### config.mk
export PLATFORM = sky130hd
export DESIGN_NAME = clk_div_bank
export DESIGN_NICKNAME = d
export VERILOG_FILES = /design/src/rtl/clk_div_bank.sv
export SDC_FILE = /design/constraint.sdc
export NUM_CORES = 1
export LEC_CHECK = 0
export BUFFER_PORTS_ARGS = -buffer_cell sky130_fd_sc_hd__buf_4
export CORE_ASPECT_RATIO = 2
export CORE_MARGIN = 5
export CORE_UTILIZATION = 31
export DETAILED_ROUTE_END_ITERATION = 8
export GPL_TIMING_DRIVEN = 0
export SYNTH_ARGS = -nofsm -noshare
export SYNTH_HDL_FRONTEND = slang
export SYNTH_SLANG_ARGS = --single-unit
### constraint.sdc
create_clock -name clk -period 5.2 [get_ports clk]
set_input_delay 1.04 -clock clk [delete_from_list [all_inputs] [get_ports clk]]
set_output_delay 1.04 -clock clk [all_outputs]
set_load 0.05 [all_outputs]
### src/rtl/clk_div_bank.sv
`default_nettype none
// +----------------------------------------------------------------------+
// | clk_div_bank: CH programmable 50%-duty dividers + free-run counter    |
// | Rev 1.0                                                              |
// +----------------------------------------------------------------------+
module clk_div_bank #(
  parameter int CH      = 4,
  parameter int DW      = 16,
  parameter int CNT_W   = 32,
  parameter int CHW     = 2,
  parameter int DIV_RST = 0
) (
  input  logic             clk,
  input  logic             RST,
  input  logic [CH-1:0]    ch_en,
  input  logic             cfg_we,
  input  logic [CHW-1:0]   cfg_ch,
  input  logic [DW-1:0]    cfg_div,
  output logic             cfg_err,
  output logic [CH-1:0]    pend,
  output logic [CNT_W-1:0] clkdiv,
  output logic [CH-1:0]    clk_out,
  output logic [CH-1:0]    tick
);

  localparam logic [DW-1:0] c_DIV_RST = DW'(DIV_RST);
  localparam logic [CHW:0]  c_CH      = (CHW + 1)'(CH);

  logic w_bad_ch;
  assign w_bad_ch = ({1'b0, cfg_ch} >= c_CH);

  always_ff @(posedge clk) begin
    if (RST) begin
      clkdiv  <= '0;
      cfg_err <= 1'b0;
    end else begin
      clkdiv  <= clkdiv + CNT_W'(1);
      cfg_err <= cfg_we && w_bad_ch;
    end
  end

  for (genvar i = 0; i < CH; i++) begin : g_ch
    logic [DW-1:0] r_cnt;
    logic [DW-1:0] r_div_cur;
    logic [DW-1:0] r_div_pend;
    logic          r_pend;
    logic          r_clk;
    logic          r_tick;
    logic          w_wr;
    logic          w_wrap;

    assign w_wr   = cfg_we && (cfg_ch == CHW'(i));
    assign w_wrap = (r_cnt == r_div_cur);

    always_ff @(posedge clk) begin
      if (RST) begin
        r_cnt      <= '0;
        r_div_cur  <= c_DIV_RST;
        r_div_pend <= c_DIV_RST;
        r_pend     <= 1'b0;
        r_clk      <= 1'b0;
        r_tick     <= 1'b0;
      end else begin
        if (!ch_en[i]) begin
          r_cnt  <= '0;
          r_clk  <= 1'b0;
          r_tick <= 1'b0;
          if (r_pend) begin
            r_div_cur <= r_div_pend;
            r_pend    <= 1'b0;
          end
        end else if (w_wrap) begin
          r_cnt  <= '0;
          r_clk  <= ~r_clk;
          r_tick <= ~r_clk;
          // Ratio only changes at the falling transition, i.e. a period boundary
          if (r_clk && r_pend) begin
            r_div_cur <= r_div_pend;
            r_pend    <= 1'b0;
          end
        end else begin
          r_cnt  <= r_cnt + DW'(1);
          r_tick <= 1'b0;
        end
        // A write wins over a same-cycle switchover clear; div_cur took the old value
        if (w_wr) begin
          r_div_pend <= cfg_div;
          r_pend     <= 1'b1;
        end
      end
    end

    assign pend[i]    = r_pend;
    assign clk_out[i] = r_clk;
    assign tick[i]    = r_tick;
  end

endmodule
`default_nettype wire

==> impl_metrics.csv, run 1 <==
group,metric,value,unit
yosys,yosys_warnings,0,
hold_path,hold_path_depth,2,
timing,final_hold_viol_count,0,
clock_network,clockBufferDepth,3,
route,wire_per_inst,18.0,um
timing,max-slew-margin-rel,38.3,%
floorplan,core_area,39400,um2
grt,grt_pass1_wl,59000,um
cells_and_area,regArea,4720,um2
route,drt-pass1-iter-count,5,
run,drv_cap,0,
worst_setup_path,r2r_cells,7,
yosys,synth_mux_area_share,11.0,%
grt,grt_remaining_overflow,0,
yosys,synthArstFlopShare,0,%
route,vias_per_cell,5.10,
route,num_vias,10500,
timing,min_period_over_period,48.3,%
clock_network,h-tree-depth,1,
clock_network,cts_setup_buffers,0,
power_and_ir_drop,p_leak,0.00597,uW
power_and_ir_drop,p_per_area,282,nW/um2
placement,dp_hpwl,28600,um
yosys,postSynthCellCount,1427,
hold_path,whs_endpoint,"g_ch[3].r_div_pend[12]",
timing,min_period,2510,ps
yosys,synth_area,12300,um2
yosys,synthXorXnorAreaFrac,8.80,%
yosys,synthFlopType,"dfxtp_1",
timing,fmaxAchievable,398,MHz
route,drc,0,
yosys,yosys.area_share.adder,0.507,%
timing,rsz0062_at_grt,"false",
floorplan,start_util,31.3,%
yosys,synth_edf_count,0,
clock_network,clock-sinks,236,
power_and_ir_drop,p_total,4030,uW
worst_setup_path,required,5590,ps
grt,grtUsageTotal,16.7,%
worst_setup_path,rr_endpoint,"clkdiv[20]",
worst_setup_path,rr_startpoint,"clkdiv[0]",
yosys,synth_top_family_by_area,"simple AND/OR/NAND/NOR gates",
yosys,synth_nets,1457,
yosys,ys_ff_latch,236,
clock_network,cts-hold-fix-buffers,0,
cells_and_area,drive_above_1_share,14.1,%
clock_network,path_clk_slew,70,ps
timing,fin_skew,14.4,ps
cells_and_area,n_antenna_cell,0,
timing,drv_slew,0,
route,wl,37100,um
clock_network,cts_root_buffer,"clkbuf_16",
cells_and_area,layout_common_cells,"dfxtp_1 (236), nand2_1 (162), mux2i_1 (132)",
grt,antenna_found_initial,2,
cells_and_area,multi_input_area,7030,um2
cells_and_area,nets,1550,
placement,place.gp.congestion,0.865,
route,ant_nets,0,
power_and_ir_drop,ir_worst_vdd,0.233,mV
worst_setup_path,critPathCaptureType,"flop",
placement,port_buffers,66,
yosys,synth-seq-area-share,38.3,%
clock_network,worstSkewPairLatency,540,ps
timing,finalSetupTns,0,ps
grt,grt_pass1_vias,11000,
outcome,outcome,"finished clean",
floorplan,die_y,292,um
worst_setup_path,cp_max_fo,10,
yosys,synth_compound_area_share,13.2,%
floorplan,die_w,151,um
route,drt_iter0_markers,453,
hold_path,hold_start,"g_ch[3].r_div_pend[12]",
floorplan,die_area,44100,um2
floorplan,io_pins,70,
worst_setup_path,rrSetupSlack,2970,ps
clock_network,cts_made_buffers,25,
yosys,yosys.cell_types.count,43,
grt,grt_max_degree,14,
worst_setup_path,worstSetupStartpointType,"primary input",
timing,setup_viol,0,
yosys,syn_area_per_cell,8.65,um2
yosys,yosys.area_share.simple,23.4,%
cells_and_area,areaGrowthSynthToFinish,16.0,%
worst_setup_path,critical_path_arrival,2900,ps
worst_setup_path,crit_type,"in -> reg",
cells_and_area,mostFrequentLayoutCell,"dfxtp_1",
floorplan,placement_rows,103,
clock_network,cts.repair.resized,0,
hold_path,worst_hold_path_type,"reg -> reg",
cells_and_area,utilization,36.3,%
timing,max_slew.worst_pin.slew,925,ps
cells_and_area,fillCellCount,4149,
clock_network,cts_tree,"done",
-- report_power, final --
group | total [uW] | leakage (uW) | switching, uW | internal (uW)
combinational | 343 | 0.00367 | 232 | 111
sequential | 1860 | 0.00191 | 28.0 | 1840
clock | 1830 | 0.000393 | 780 | 1050
-- logic make-up (layout without fill, tap and decap cells) --
kind of cell    Yosys count  after routing
compound gates          246            246
xor+xnor                124            124
fa+ha+maj                 5              5
buf+inv                 133            243
flops                   236            236
mux                     135            135
other cells               1              1
simple gates            547            547
-- layout make-up --
class                   instances  area share (%)
multi-input cells            1058            49.1
flip-flops and latches        236            33.0
clock buffers                  36            4.94
well taps                     525            4.59
plain buffers                 121            3.78
repair buffers                 66            3.46
clock inverters                 8           0.770
inverters                      12           0.315
-- registers in the layout, indices dropped and copies added, names as in the netlist --
signal / cells
clkdiv: 32
g_ch.r_div_pend: 64
g_ch.r_cnt: 64
g_ch.r_clk: 4
g_ch.r_div_cur: 64
g_ch.r_tick: 4
g_ch.r_pend: 4
-- worst max-delay path, stage by stage --
cell      delay [ps]
buf_4            120
clkbuf_1         490
buf_1            560
clkbuf_1         570
a21oi_1          100
-- worst max-delay path by stage --
stage	depth (start not counted)	from	slack, ps	end
detailed placement	5	RST	2070	g_ch[2].r_div_pend[9]
finish	5	RST	2690	g_ch[2].r_div_pend[9]
global placement	5	RST	2120	g_ch[0].r_div_pend[11]
global route	5	RST	2550	g_ch[3].r_div_pend[0]
floorplan	5	cfg_ch[1]	2970	g_ch[0].r_div_pend[10]
CTS	5	RST	2640	g_ch[2].r_div_pend[9]
-- through the flow --
step / area (um2) / std cells / hold WS [ps] / setup WS [ps]
after floorplan: 12300 / 1427 / 444 / 2970
after global routing: 14300 / 2062 / 484 / 2550
after detailed placement: 13500 / 2018 / 458 / 2070
final: 14300 / 2062 / 467 / 2690
after global placement: 13500 / 2018 / 453 / 2120
after CTS: 14300 / 2062 / 466 / 2640
-- layer usage --
metal | routed length [um] | share of wire, % | track usage (%) | vias to the layer above
met2 | 20300 | 55 | 32.3 | 269
met3 | 1490 | 4.0 | 2.33 | 97
met4 | 2160 | 5.8 | 9.65 | 4
met5 | 27 | 0.073 | 0 | -
met1 | 13200 | 35 | 16.4 | 4976
li1 | - | - | - | 5160
-- cells in the mapped netlist, types with 5 or more instances --
master | n | share of area [%]
nor4_1 | 28 | 1.4
nor2_1 | 30 | 0.91
and3_1 | 74 | 3.8
o21ai_0 | 7 | 0.28
nand2b_1 | 16 | 0.81
nand3_1 | 27 | 1.1
mux2i_1 | 132 | 11
clkbuf_1 | 77 | 2.3
and2_1 | 6 | 0.30
dfxtp_1 | 236 | 38
o31ai_1 | 13 | 0.79
or4_1 | 13 | 0.79
and4_1 | 11 | 0.78
a21boi_0 | 64 | 3.9
o21bai_1 | 64 | 3.9
buf_2 | 27 | 1.1
xnor2_1 | 35 | 2.5
xor2_1 | 89 | 6.3
or3_1 | 9 | 0.46
nor3_1 | 64 | 2.6
ha_1 | 5 | 0.51
o21ai_1 | 5 | 0.20
buf_4 | 14 | 0.85
nor2b_1 | 8 | 0.41
a21oi_1 | 80 | 3.2
a211oi_1 | 6 | 0.37
or2_2 | 66 | 3.3
nand4_1 | 27 | 1.4
nand2_1 | 162 | 4.9
inv_1 | 12 | 0.37
No activity file was read; power rests on OpenSTA's default activity.
==> inputs of run 2 (changes only) <==
--- a/config.mk
+++ b/config.mk
@@ -5,6 +5,7 @@
 export SDC_FILE = /design/constraint.sdc
 export NUM_CORES = 1
 export LEC_CHECK = 0
+export ABC_AREA = 1
 export BUFFER_PORTS_ARGS = -buffer_cell sky130_fd_sc_hd__buf_4
 export CORE_ASPECT_RATIO = 2
 export CORE_MARGIN = 5
==> constraint.sdc (replaced) <==
create_clock -name clk -period 2.24 [get_ports clk]
set_input_delay 0.448 -clock clk [delete_from_list [all_inputs] [get_ports clk]]
set_output_delay 0.448 -clock clk [all_outputs]
set_load 0.05 [all_outputs]
==> impl_metrics.csv, run 2 <==
group,metric,value,unit
timing,min_period,2030,ps
power_and_ir_drop,p_per_area,741,nW/um2
timing,max_slew.worst_pin.slew,1250,ps
yosys,synthArstFlopShare,0,%
cells_and_area,layout_common_cells,"nand2_1 (400), nor2_1 (292), dfxtp_1 (236)",
placement,dp_hpwl,24100,um
yosys,yosys.area_share.simple,34.0,%
yosys,synth_nets,1690,
placement,dp_slack,-355,ps
floorplan,die_area,40100,um2
route,num_vias,10200,
worst_setup_path,r2r_cells,4,
grt,grt_pass1_vias,9998,
grt,grt_pass1_wl,49700,um
yosys,yosysTopAreaCellShare,42.4,%
worst_setup_path,required,2610,ps
timing,setup_viol,0,
yosys,synthFlopType,"dfxtp_1",
yosys,synthXorXnorAreaFrac,1.89,%
route,drt-pass1-iter-count,5,
outcome,outcome,"finished clean",
yosys,postSynthCellCount,1660,
yosys,synth_top_family_by_area,"simple AND/OR/NAND/NOR gates",
yosys,synth-seq-area-share,42.4,%
clock_network,clock-sinks,236,
cells_and_area,multi_input_area,5200,um2
timing,fmaxAchievable,492,MHz
worst_setup_path,critPathBufInv,0,
worst_setup_path,rr_startpoint,"clkdiv[2]",
placement,dpl-instance-area,12200,um2
grt,grt_max_degree,15,
floorplan,core_area,35700,um2
timing,fin_skew,9.64,ps
floorplan,placement_rows,98,
cells_and_area,fillCellCount,3767,
timing,drv_slew,0,
timing,rsz0062_at_grt,"false",
worst_setup_path,cp_cell_sequence,"nand3_2, nor4_1, or2_2, a21oi_1",
hold_path,hold_start,"cfg_div[2]",
yosys,yosys.cell_types.count,37,
route,drt_iter0_markers,342,
yosys,synth_compound_area_share,10.1,%
power_and_ir_drop,ir_worst_vdd,0.557,mV
worst_setup_path,worstSetupStartpointType,"flop",
clock_network,cts_made_buffers,23,
cells_and_area,nets,1782,
cells_and_area,drive_above_1_share,11.0,%
worst_setup_path,critPathCaptureType,"flop",
timing,min_period_over_period,90.6,%
clock_network,worstSkewPairLatency,520,ps
yosys,synth_top_cells_by_count,"nand2_1 (400), nor2_1 (293), dfxtp_1 (236)",
clock_network,clockBufferDepth,3,
cells_and_area,regArea,4720,um2
cells_and_area,utilization,36.5,%
grt,grtUsageTotal,15.5,%
route,vias_per_cell,4.61,
route,drc,0,
hold_path,worst_hold_path_type,"in -> reg",
route,ant_nets,0,
timing,finalWorstSetupSlack,210,ps
yosys,ys_ff_latch,236,
yosys,syn_area_per_cell,6.71,um2
grt,grt_remaining_overflow,0,
placement,place.gp.congestion,0.938,
timing,max-slew-margin-rel,16.5,%
power_and_ir_drop,p_leak,0.00564,uW
yosys,yosys.cell_count.top_type,"nand2_1",
route,wire_per_inst,14.0,um
cells_and_area,areaGrowthSynthToFinish,17.0,%
worst_setup_path,slowest_delay,930,ps
worst_setup_path,worst-path-stages,4,
floorplan,die_y,278,um
run,drv_cap,0,
worst_setup_path,critical_path_arrival,2400,ps
worst_setup_path,cp_slowest_cell,"nor4_1",
worst_setup_path,path_delay_family,"simple AND/OR/NAND/NOR gates",
floorplan,start_util,31.2,%
timing,final_hold_viol_count,0,
clock_network,h-tree-depth,1,
yosys,yosys_warnings,0,
yosys,synth_edf_count,0,
yosys,synth_area_leader_cell,"dfxtp_1",
yosys,yosys-top-cells-area,"dfxtp_1 (42%), nand2_1 (13%), nor2_1 (9.9%)",
route,wl,31200,um
floorplan,io_pins,70,
worst_setup_path,crit_type,"reg -> reg",
clock_network,cts_tree,"done",
yosys,yosys.area_share.adder,0.561,%
cells_and_area,mostFrequentLayoutCell,"nand2_1",
clock_network,path_clk_slew,70,ps
yosys,synth_mux_area_share,0,%
clock_network,cts_root_buffer,"clkbuf_16",
grt,antenna_found_initial,0,
worst_setup_path,crit_path_start,"clkdiv[2]",
placement,port_buffers,67,
cells_and_area,reg_top3,"g_ch.r_cnt: 64 flops, g_ch.r_div_cur: 64 flops, g_ch.r_div_pend: 64 flops",
hold_path,hold_path_depth,3,
cells_and_area,post-route-cell-area,13000,um2
worst_setup_path,cp_max_fo,6,
cells_and_area,n_antenna_cell,0,
yosys,synth_area,11100,um2
floorplan,die_w,144,um
## run 2: cell count changes after synthesis, sizes merged, moves of 35 or more
cell,before,now
nand2,162,405
clkbuf,77,26
or2,66,5
xor2,89,24
o21ai,12,85
inv,12,211
and3,74,1
mux2i,132,0
nand3,28,95
o21bai,64,1
nor2,30,307
xnor2,35,0
a21oi,80,126
a21boi,64,0
## run 2: path summary, 6_finish.rpt
kind                                               to  slack (ps)
worst max-delay path                       clkdiv[11]         210
worst min-delay path            g_ch[2].r_div_pend[2]         200
worst min register to register  g_ch[3].r_div_pend[8]         450
worst max register to register             clkdiv[11]         210
## run 2: power by group
part / total, uW / leakage, uW / internal [uW] / switching [uW]
Clock: 4320 / 0.000408 / 2630 / 1690
Sequential: 4430 / 0.00191 / 4340 / 90.7
Combinational: 912 / 0.00332 / 306 / 606
## run 2: cell families (layout without fill, tap and decap cells)
| family | Yosys count | count (layout) |
|---|---|---|
| AO/OA/AOI/OAI | 222 | 222 |
| other | 1 | 1 |
| buffers and inverters | 281 | 389 |
| XOR/XNOR | 24 | 24 |
| adder cells (fa/ha/maj) | 5 | 5 |
| AND/OR/NAND/NOR | 891 | 891 |
| flip-flops | 236 | 236 |
## run 2: worst reg2reg max path, cell delays in order (launching register included)
cell     delay, ps
dfxtp_1        450
nand3_2        170
nor4_1         930
or2_2          260
a21oi_1         60
## run 2: what timing repair did
action,in CTS,in global routing
resized for setup,0,1
setup buffers,0,0
hold buffers,0,0
endpoints found under the setup margin,0,2
## run 2: stage by stage
stage | power [uW] | std cells | hold WS, ps | setup TNS, ps
after floorplan | 5140 | 1660 | 423 | 0
after global placement | 5440 | 2177 | 432 | -28100
after detailed placement | 5450 | 2177 | 438 | -33770
after CTS | 9800 | 2218 | 175 | 0
after global routing | 10100 | 2218 | 200 | 0
final | 9670 | 2218 | 198 | 0
## run 2: layer usage
layer / vias up / global-route usage (%) / routed length [um]
met4: 0 / 8.00 / 1650
met1: 4568 / 15.8 / 11400
met5: - / 0 / 0
met3: 81 / 2.10 / 1260
met2: 203 / 29.6 / 16800
li1: 5368 / - / -
## run 2: area by class of cell
| cell class | count | share of cell area (%) |
|---|---|---|
| Inverter | 213 | 6.13 |
| Buffer | 68 | 3.23 |
| Timing Repair Buffer | 67 | 3.86 |
| Tap cell | 450 | 4.32 |
| Multi-Input combinational cell | 1143 | 39.9 |
| Clock inverter | 8 | 1.27 |
| Sequential cell | 236 | 36.2 |
| Clock buffer | 33 | 5.08 |
==> inputs of run 3 (changes only) <==
--- a/config.mk
+++ b/config.mk
@@ -9,9 +9,10 @@
 export BUFFER_PORTS_ARGS = -buffer_cell sky130_fd_sc_hd__buf_4
 export CORE_ASPECT_RATIO = 2
 export CORE_MARGIN = 5
-export CORE_UTILIZATION = 31
+export CORE_UTILIZATION = 53
 export DETAILED_ROUTE_END_ITERATION = 8
 export GPL_TIMING_DRIVEN = 0
+export PLACE_DENSITY = 0.74
 export SYNTH_ARGS = -nofsm -noshare
 export SYNTH_HDL_FRONTEND = slang
 export SYNTH_SLANG_ARGS = --single-unit
==> impl_metrics.csv, run 3 (same netlist as run 2, synthesis figures left out) <==
group,metric,value,unit
route,wl,29000,um
cells_and_area,nets,1780,
worst_setup_path,worstSetupStartpointType,"flop",
timing,max-slew-margin-rel,34.2,%
grt,grtUsageTotal,23.8,%
cells_and_area,drive_above_1_share,10.8,%
worst_setup_path,r2r_cells,8,
clock_network,cts_made_buffers,21,
hold_path,hold_path_depth,3,
grt,grt_pass1_wl,47200,um
grt,grt_max_degree,16,
timing,min_period,1960,ps
clock_network,cts_tree,"done",
floorplan,placement_rows,75,
cells_and_area,multi_input_area,5200,um2
cells_and_area,regArea,4720,um2
clock_network,cts_root_buffer,"clkbuf_16",
power_and_ir_drop,p_total,9210,uW
timing,final_hold_viol_count,0,
floorplan,die_w,113,um
floorplan,start_util,53.5,%
floorplan,io_pins,70,
power_and_ir_drop,p_clk_share,42.1,%
floorplan,core_area,20800,um2
power_and_ir_drop,power_frac_seq,48.1,%
worst_setup_path,crit_type,"reg -> reg",
route,drt-pass1-iter-count,4,
route,vias_per_cell,5.06,
placement,port_buffers,67,
worst_setup_path,critical_path_arrival,2350,ps
floorplan,die_area,24200,um2
route,wire_per_inst,14.3,um
power_and_ir_drop,internal_power,6930,uW
timing,fin_skew,11.9,ps
timing,max_slew.worst_pin.slew,987,ps
worst_setup_path,rrSetupSlack,280,ps
power_and_ir_drop,switchingPower,2280,uW
cells_and_area,utilization,61.0,%
timing,min_period_over_period,87.5,%
run,drv_cap,0,
floorplan,die_y,215,um
clock_network,path_clk_slew,70,ps
clock_network,cts_setup_buffers,0,
route,drc,0,
timing,finalWorstSetupSlack,280,ps
route,wl_met1,10300,um
power_and_ir_drop,p_per_area,725,nW/um2
route,top_layer,"met4",
timing,fmaxAchievable,510,MHz
placement,dp_slack,-61.6,ps
route,dr_wl_met2,15700,um
worst_setup_path,required,2630,ps
cells_and_area,mostFrequentLayoutCell,"nand2_1",
timing,rsz0062_at_grt,"false",
clock_network,worstSkewPairLatency,500,ps
cells_and_area,reg_top3,"g_ch.r_cnt: 64 flops, g_ch.r_div_cur: 64 flops, g_ch.r_div_pend: 64 flops",
timing,drv_slew,0,
worst_setup_path,cp_max_fo,6,
route,met3_length,1090,um
power_and_ir_drop,ir_worst_vdd,0.680,mV
clock_network,h-tree-depth,1,
cells_and_area,layout_common_cells,"nand2_1 (400), nor2_1 (292), dfxtp_1 (236)",
grt,grt_remaining_overflow,0,
cells_and_area,post-route-cell-area,12700,um2
cells_and_area,fillCellCount,2017,
placement,dp_hpwl,22500,um
route,drt_iter0_markers,457,
grt,antenna_found_initial,0,
power_and_ir_drop,switching_share,24.8,%
timing,setup_viol,0,
clock_network,clock-sinks,236,
route,num_vias,10300,
placement,dpl-instance-area,12000,um2
clock_network,clockBufferDepth,3,
grt,grt_pass1_vias,10100,
route,ant_nets,0,
power_and_ir_drop,p_leak,0.00559,uW
hold_path,worst_hold_path_type,"in -> reg",
cells_and_area,areaGrowthSynthToFinish,14.0,%
worst_setup_path,critPathCaptureType,"flop",
placement,place.gp.congestion,1.03,
cells_and_area,n_antenna_cell,0,
power_and_ir_drop,comb_power_share,9.7,%
outcome,outcome,"finished clean",
## run 3: repair_timing
action	CTS	global route
hold buffers	0	0
resized for setup	0	1
endpoints found under the setup margin	0	1
## run 3: per-layer routing
metal	up-vias	GRT usage, %
li1	5354	-
met1	4588	22.2
met2	228	46.7
met3	112	3.46
met4	0	14.5
met5	-	0
## run 3: layout make-up
| cell class | count | area share, % |
|---|---|---|
| sequential | 236 | 37.2 |
| clock inverter | 8 | 1.13 |
| multi-input combinational | 1143 | 40.9 |
| inverter | 213 | 6.29 |
| buffer | 68 | 3.32 |
| tap | 269 | 2.65 |
| clock buffer | 27 | 4.55 |
| timing repair buffer | 67 | 3.96 |
## run 3: worst paths after layout
path | start | endpoint
max | clkdiv[0] | clkdiv[18]
min | cfg_div[15] | g_ch[0].r_div_pend[15]
max reg2reg | clkdiv[0] | clkdiv[18]
min reg2reg | g_ch[3].r_div_pend[2] | g_ch[3].r_div_pend[2]
## run 3: power groups by stage
stage	clock network (uW)	registers [uW]	logic, uW
finish	3880	4430	897
global route	4120	4450	1000
CTS	3950	4430	903
detailed placement	0	4520	900
global placement	0	4520	886
floorplan	0	4510	633
## run 3: through the flow
step	TNS, ps	hold WS [ps]	std cells
2_1_floorplan	0	423	1660
3_5_place_dp	-815	434	1996
6_report	0	221	2031
5_1_grt	0	214	2031
3_3_place_gp	-1260	434	1996
4_1_cts	0	205	2031
## run 3: worst max-delay path, stage by stage (launching register included)
cell and delay [ps]:
dfxtp_1 410, ha_1 270, nand2_1 130, nor2_2 300, nand2_1 190, inv_1 170, nand4_1 110, o21ai_0 190
a21oi_1 60
